<file path="src/rtl/round_ctrl.sv">
// round_ctrl: single-round memory-game controller.
// It displays a captured symbol pattern one step per timer expiry, then checks
// the player's keys against the same pattern. Timer expiries while waiting for
// a key are counted, and the round is lost when the count reaches TIMEOUT_TICKS.
//
// Parameters
//   TIMEOUT_TICKS  expirations allowed while waiting for one key (1..15)
// Ports
//   clock       rising-edge clock
//   rst         asynchronous active-high reset
//   start       round request; accepted only in idle/win/lose
//   level       round length code, steps = level + 1
//   pattern     symbol sequence, step i = pattern[2i+1:2i]
//   tmr_start   one-cycle pulse that arms the external timer
//   tmr_done    one-cycle timer expiry pulse
//   key_valid   one-cycle player entry strobe
//   key_sym     player symbol, qualified by key_valid
//   show_valid  a pattern symbol is being displayed
//   show_sym    displayed symbol, 0 when not displaying
//   busy        round in progress (show or input phase)
//   win, lose   round result, held until the next accepted start
module round_ctrl #(
  parameter int unsigned TIMEOUT_TICKS = 5
) (
  input  logic        clock,
  input  logic        rst,
  input  logic        start,
  input  logic [2:0]  level,
  input  logic [15:0] pattern,
  output logic        tmr_start,
  input  logic        tmr_done,
  input  logic        key_valid,
  input  logic [1:0]  key_sym,
  output logic        show_valid,
  output logic [1:0]  show_sym,
  output logic        busy,
  output logic        win,
  output logic        lose
);

  localparam logic [3:0] TimeoutLim = 4'(TIMEOUT_TICKS);

  typedef enum logic [2:0] {StIdle, StShow, StInput, StWin, StLose} state_e;

  state_e      state_q, state_d;
  logic [2:0]  idx_q, idx_d;
  logic [3:0]  tcnt_q, tcnt_d;
  logic [2:0]  last_q, last_d;   // index of the final step (captured level)
  logic [15:0] pat_q, pat_d;
  logic        win_q, win_d;
  logic        lose_q, lose_d;
  logic        tmr_start_q, tmr_start_d;
  logic        show_valid_q, show_valid_d;
  logic [1:0]  show_sym_q, show_sym_d;
  logic        busy_q, busy_d;

  logic [1:0]  cur_sym;
  logic [3:0]  tcnt_inc;

  assign cur_sym  = 2'(pat_q >> {idx_q, 1'b0});
  assign tcnt_inc = tcnt_q + 4'd1;

  always_comb begin
    state_d     = state_q;
    idx_d       = idx_q;
    tcnt_d      = tcnt_q;
    last_d      = last_q;
    pat_d       = pat_q;
    win_d       = win_q;
    lose_d      = lose_q;
    tmr_start_d = 1'b0;

    case (state_q)
      StIdle, StWin, StLose: begin
        if (start) begin
          state_d     = StShow;
          idx_d       = 3'd0;
          tcnt_d      = 4'd0;
          last_d      = level;
          pat_d       = pattern;
          win_d       = 1'b0;
          lose_d      = 1'b0;
          tmr_start_d = 1'b1;
        end
      end
      StShow: begin
        if (tmr_done) begin
          tmr_start_d = 1'b1;
          if (idx_q != last_q) begin
            idx_d = idx_q + 3'd1;
          end else begin
            state_d = StInput;
            idx_d   = 3'd0;
            tcnt_d  = 4'd0;
          end
        end
      end
      StInput: begin
        // A key in the same cycle as an expiry takes priority; the expiry is dropped.
        if (key_valid) begin
          if (key_sym != cur_sym) begin
            state_d = StLose;
            lose_d  = 1'b1;
          end else if (idx_q != last_q) begin
            idx_d       = idx_q + 3'd1;
            tcnt_d      = 4'd0;
            tmr_start_d = 1'b1;
          end else begin
            state_d = StWin;
            win_d   = 1'b1;
          end
        end else if (tmr_done) begin
          if (tcnt_inc == TimeoutLim) begin
            state_d = StLose;
            lose_d  = 1'b1;
          end else begin
            tcnt_d      = tcnt_inc;
            tmr_start_d = 1'b1;
          end
        end
      end
      default: state_d = StIdle;
    endcase

    // Outputs are registered copies of what the next state implies.
    busy_d       = (state_d == StShow) || (state_d == StInput);
    show_valid_d = (state_d == StShow);
    show_sym_d   = show_valid_d ? 2'(pat_d >> {idx_d, 1'b0}) : 2'd0;
  end

  always_ff @(posedge clock or posedge rst) begin
    if (rst) begin
      state_q      <= StIdle;
      idx_q        <= 3'd0;
      tcnt_q       <= 4'd0;
      last_q       <= 3'd0;
      pat_q        <= 16'd0;
      win_q        <= 1'b0;
      lose_q       <= 1'b0;
      tmr_start_q  <= 1'b0;
      show_valid_q <= 1'b0;
      show_sym_q   <= 2'd0;
      busy_q       <= 1'b0;
    end else begin
      state_q      <= state_d;
      idx_q        <= idx_d;
      tcnt_q       <= tcnt_d;
      last_q       <= last_d;
      pat_q        <= pat_d;
      win_q        <= win_d;
      lose_q       <= lose_d;
      tmr_start_q  <= tmr_start_d;
      show_valid_q <= show_valid_d;
      show_sym_q   <= show_sym_d;
      busy_q       <= busy_d;
    end
  end

  assign tmr_start  = tmr_start_q;
  assign show_valid = show_valid_q;
  assign show_sym   = show_sym_q;
  assign busy       = busy_q;
  assign win        = win_q;
  assign lose       = lose_q;

endmodule

</file>
<file path="config.mk">
export PLATFORM = sky130hd
export DESIGN_NAME = round_ctrl
export DESIGN_NICKNAME = d
export VERILOG_FILES = /design/src/rtl/round_ctrl.sv
export SDC_FILE = /design/constraint.sdc
export NUM_CORES = 1
export LEC_CHECK = 0
export ABC_AREA = 1
export CORE_UTILIZATION = 50
export DETAILED_ROUTE_END_ITERATION = 12
export GPL_ROUTABILITY_DRIVEN = 0
export PLACE_DENSITY = 0.77
export SETUP_SLACK_MARGIN = 0.5
export SLEW_MARGIN = 20
export SYNTH_ARGS = -nofsm -noshare
export SYNTH_HDL_FRONTEND = slang
export SYNTH_SLANG_ARGS = --single-unit
</file>
<file path="constraint.sdc">
create_clock -name clock -period 2.2 [get_ports clock]
set_input_delay 0.66 -clock clock [delete_from_list [all_inputs] [get_ports clock]]
set_output_delay 0.66 -clock clock [all_outputs]
set_load 0.02 [all_outputs]
</file>
==> reports/qor.txt <==
CLOCK NETWORK
-------------------------------------------------------------------------------------
Clock insertion delay at the later pin of the skew report                     0.30 ns
Hold-fix buffers, CTS                                                               0
Maximum buffer depth of the clock tree                                              2
Cell at the root of the clock tree                                       sky130_fd_sc_hd__clkbuf_8
Clock buffers created by TritonCTS                                                  5
H-tree depth                                                                        2
CTS clock-pin slew for the worst setup and hold paths                         0.07 ns
CTS tree                                                                          yes
Sinks on Clock Net                                                                 36

TIMING
-------------------------------------------------------------------------------------
Skew final                                                                 0.00547 ns
Slew of the pin with the lowest slew margin                                  0.456 ns
Final Max Slew Viols                                                                0
Timing-limited maximum frequency                                            0.455 GHz
Post-route clock period utilization                                              1.00
Setup repair after global routing missed its margin                               yes
Clock period minus final worst setup slack                                    2.20 ns
Setup WS post-layout                                                      0.000921 ns
Max_slew headroom                                                               0.696
Final number of hold-violating endpoints                                            0
Final setup vio count                                                               0

LOGIC SYNTHESIS
-------------------------------------------------------------------------------------
Netlist cell types                                                                 39
Sequential cell area fraction in the yosys report                               0.376
Syn_nets                                                                          348
Leading post-synthesis cells by cell area                                sky130_fd_sc_hd__dfrtp_1 (38%), sky130_fd_sc_hd__nand2_1 (11%), sky130_fd_sc_hd__inv_1 (9.9%), sky130_fd_sc_hd__nand3_1 (5.4%), sky130_fd_sc_hd__o21ai_0 (4.2%)
Seq cells post-synth                                                               36
Cell taking the most area after synthesis                                sky130_fd_sc_hd__dfrtp_1
Yosys warnings                                                                      0
Gate Count Post-Synth                                                             318
Top cell type's share of synthesized area                                       0.376
Post-synth design cell area                                                2390 sq um
Per-instance average area after synthesis                                  7.53 sq um

PLACE
-------------------------------------------------------------------------------------
Number of I/O port buffers                                                         32
Post-DP HPWL                                                                  4.22 mm
Placed cell area                                                           2990 sq um
Placement-stage worst setup slack                                           -0.215 ns
Post-placement cell count                                                         422

LAYOUT
-------------------------------------------------------------------------------------
Final core utilization                                                          0.783
Fraction of layout cells with a size suffix above 1                             0.363
Layout overhead on the synthesized area                                         46.4%
Final nets                                                                        427
Antenna diodes                                                                      0
Summed area of non-filler cells in the final layout                        3500 sq um
Final Instance Count excl. Fillers                                                449
Leading cell types in the layout, fill and taps excluded                 sky130_fd_sc_hd__inv_1 (61), sky130_fd_sc_hd__nand2_1 (58), sky130_fd_sc_hd__dfrtp_1 (33), sky130_fd_sc_hd__buf_4 (33), sky130_fd_sc_hd__clkdlybuf4s50_1 (23)
Most frequent standard cell in the layout excluding fill and tap cells   sky130_fd_sc_hd__inv_1

DIE
-------------------------------------------------------------------------------------
Vert. Die Dim                                                                 71.2 um
Initial cell density of the core                                                0.535
Area enclosed by the die boundary                                          5070 sq um
IO Count                                                                           33
Rows                                                                               24
Placeable core area                                                        4470 sq um
Die X-Extent                                                                  71.2 um

SETUP PATH
-------------------------------------------------------------------------------------
List of cells traversed by the critical path                             clkdlybuf4s50_1 -> inv_1 -> nor2_2 -> a22oi_2 -> buf_4 -> nand3_4 -> nand2_1 -> nand2_1 -> nor2_2 -> nor2_1 -> nor2_1
Crit path max-delay family                                               buffers and inverters
Kind of start point of the critical path                                 primary input
Largest fanout of any net on the critical path                                      5
Cell with the largest stage delay on the worst path                      sky130_fd_sc_hd__clkdlybuf4s50_1
Required arrival time at the worst endpoint                                   2.42 ns
Type of the setup path with the least slack                              primary input to register
Worst Setup End Kind                                                         register
Largest incremental delay on the critical path                                0.46 ns
WP buf/inv                                                                          3
Critical path arrival                                                         2.42 ns

GRT
-------------------------------------------------------------------------------------
GRT overflow                                                                        0
GRT met3 Usage                                                                 0.0598
Antenna violations before repair                                                    0
Grt peak-use layer                                                               met2
First-pass GRT wire length                                                    10.6 mm
Grt met1 use                                                                    0.346
Overall global routing resource usage                                           0.272
Maximum number of pins on one net before global-route repair                       37
Vias in the first global route                                                  2,274
GR Util met2                                                                    0.440

WORST HOLD PATH
-------------------------------------------------------------------------------------
Worst hold path class                                                    register to register

ROUTE
-------------------------------------------------------------------------------------
First-pass iteration count of the detailed router                                  10
Detail-routed net length per standard cell                                    16.7 um
Routed wire length                                                            7.50 mm
Detailed-route via count                                                        2,514
Routed vias/inst                                                                 5.60
Number of remaining DRC errors                                                      1
Number of nets with antenna violations after routing                                0
Starting DRC count in detailed routing                                            244

POWER
-------------------------------------------------------------------------------------
Worst VDD drop                                                               0.865 mV
Leakage Power                                                                 1.77 nW
Total power divided by cell area                                         1500 nW/um^2

RUN STATUS
-------------------------------------------------------------------------------------
Status                                                                   complete, but fails checks
Violations in the final reports                                          design-rule violations

JOB
-------------------------------------------------------------------------------------
Maxcap violations                                                                   0

==> Yosys cell counts (all sizes together) <==
| master | instances |
|---|---|
| a22oi | 1 |
| o21ai | 25 |
| a32oi | 1 |
| dfrtp | 36 |
| nor3 | 2 |
| buf | 7 |
| o211ai | 1 |
| o32ai | 1 |
| nand3b | 1 |
| a21oi | 4 |
| nand4 | 10 |
| nor4 | 2 |
| nor2 | 25 |
| o221ai | 1 |
| a32o | 1 |
| xor2 | 1 |
| nand2 | 78 |
| o31ai | 2 |
| nand3 | 33 |
| xnor2 | 6 |
| o21a | 1 |
| inv | 74 |
| ha | 4 |
| clkbuf | 1 |
==> repair_timing <==
| action | in CTS | in global routing |
|---|---|---|
| buffers inserted | 9 | 10 |
| resized for setup | 33 | 52 |
| setup endpoints to repair | 24 | 18 |
| pin swaps | 14 | 22 |
| gates cloned | 1 | 0 |
==> where the power goes <==
part / switching (mW) / internal (mW) / total [mW]
clock network: 0.233 / 0.215 / 0.448
logic: 2.16 / 1.53 / 3.69
registers: 0.183 / 0.937 / 1.12
==> per-stage QoR <==
stage	total power [mW]	hold slack, ns	TNS, ns
2_1_floorplan	3.00	0.469	0
3_3_place_gp	3.75	0.472	-1.01
3_5_place_dp	3.81	0.492	-1.18
4_1_cts	4.55	0.511	0
5_1_grt	5.54	0.540	-0.141
6_report	5.26	0.500	0
==> registers in the layout (all words and copies together), names as in the netlist <==
register	cells
show_valid	1
state_q	3
win	1
lose	1
busy	1
tcnt_q	4
show_sym	2
last_q	3
pat_q	16
tmr_start	1
idx_q	3
==> kinds of logic after synthesis <==
family,synth area share
and+or+nand+nor,0.341
DFF,0.376
xor gates and xnor gates,0.0256
buffers and inverters,0.137
AOI/OAI and AO/OA,0.0983
adders and majority gates,0.0209
==> final timing paths <==
kind | start | end | slack (ns) | cells after the start
worst max register to register | idx_q[0] | show_sym[1] | 0.01 | 13
max in group asynchronous | rst | state_q[2] | 1.08 | 3
min in group asynchronous | rst | pat_q[13] | 0.78 | 3
worst min-delay path | win | win | 0.50 | 1
worst max-delay path | tmr_done | show_sym[1] | 0.0009 | 11
worst min register to register | win | win | 0.50 | 1
==> area by class of cell <==
class	count	area, sq um
Fill cell	267	970
Tap cell	52	65.1
Multi-Input combinational cell	201	1430
Clock inverter	1	5.00
Clock buffer	6	72.6
Inverter	74	288
Sequential cell	36	905
Timing Repair Buffer	79	736
==> per-layer routing <==
metal / vias to the layer above / routed length (um)
met1: 1151 / 3120
met4: 0 / 364
met3: 42 / 528
met5: - / 0
li1: 1161 / -
met2: 160 / 3490
==> worst register-to-register path: cells and delay by family, from the launching register on <==
| kind | cells | cell delay (ns) |
|---|---|---|
| fa+ha+maj | 1 | 0.16 |
| buf+inv | 5 | 0.72 |
| simple gates | 6 | 0.62 |
| flops | 1 | 0.44 |
| compound gates | 1 | 0.19 |
Note: power is estimated with default switching activity, not from simulation.
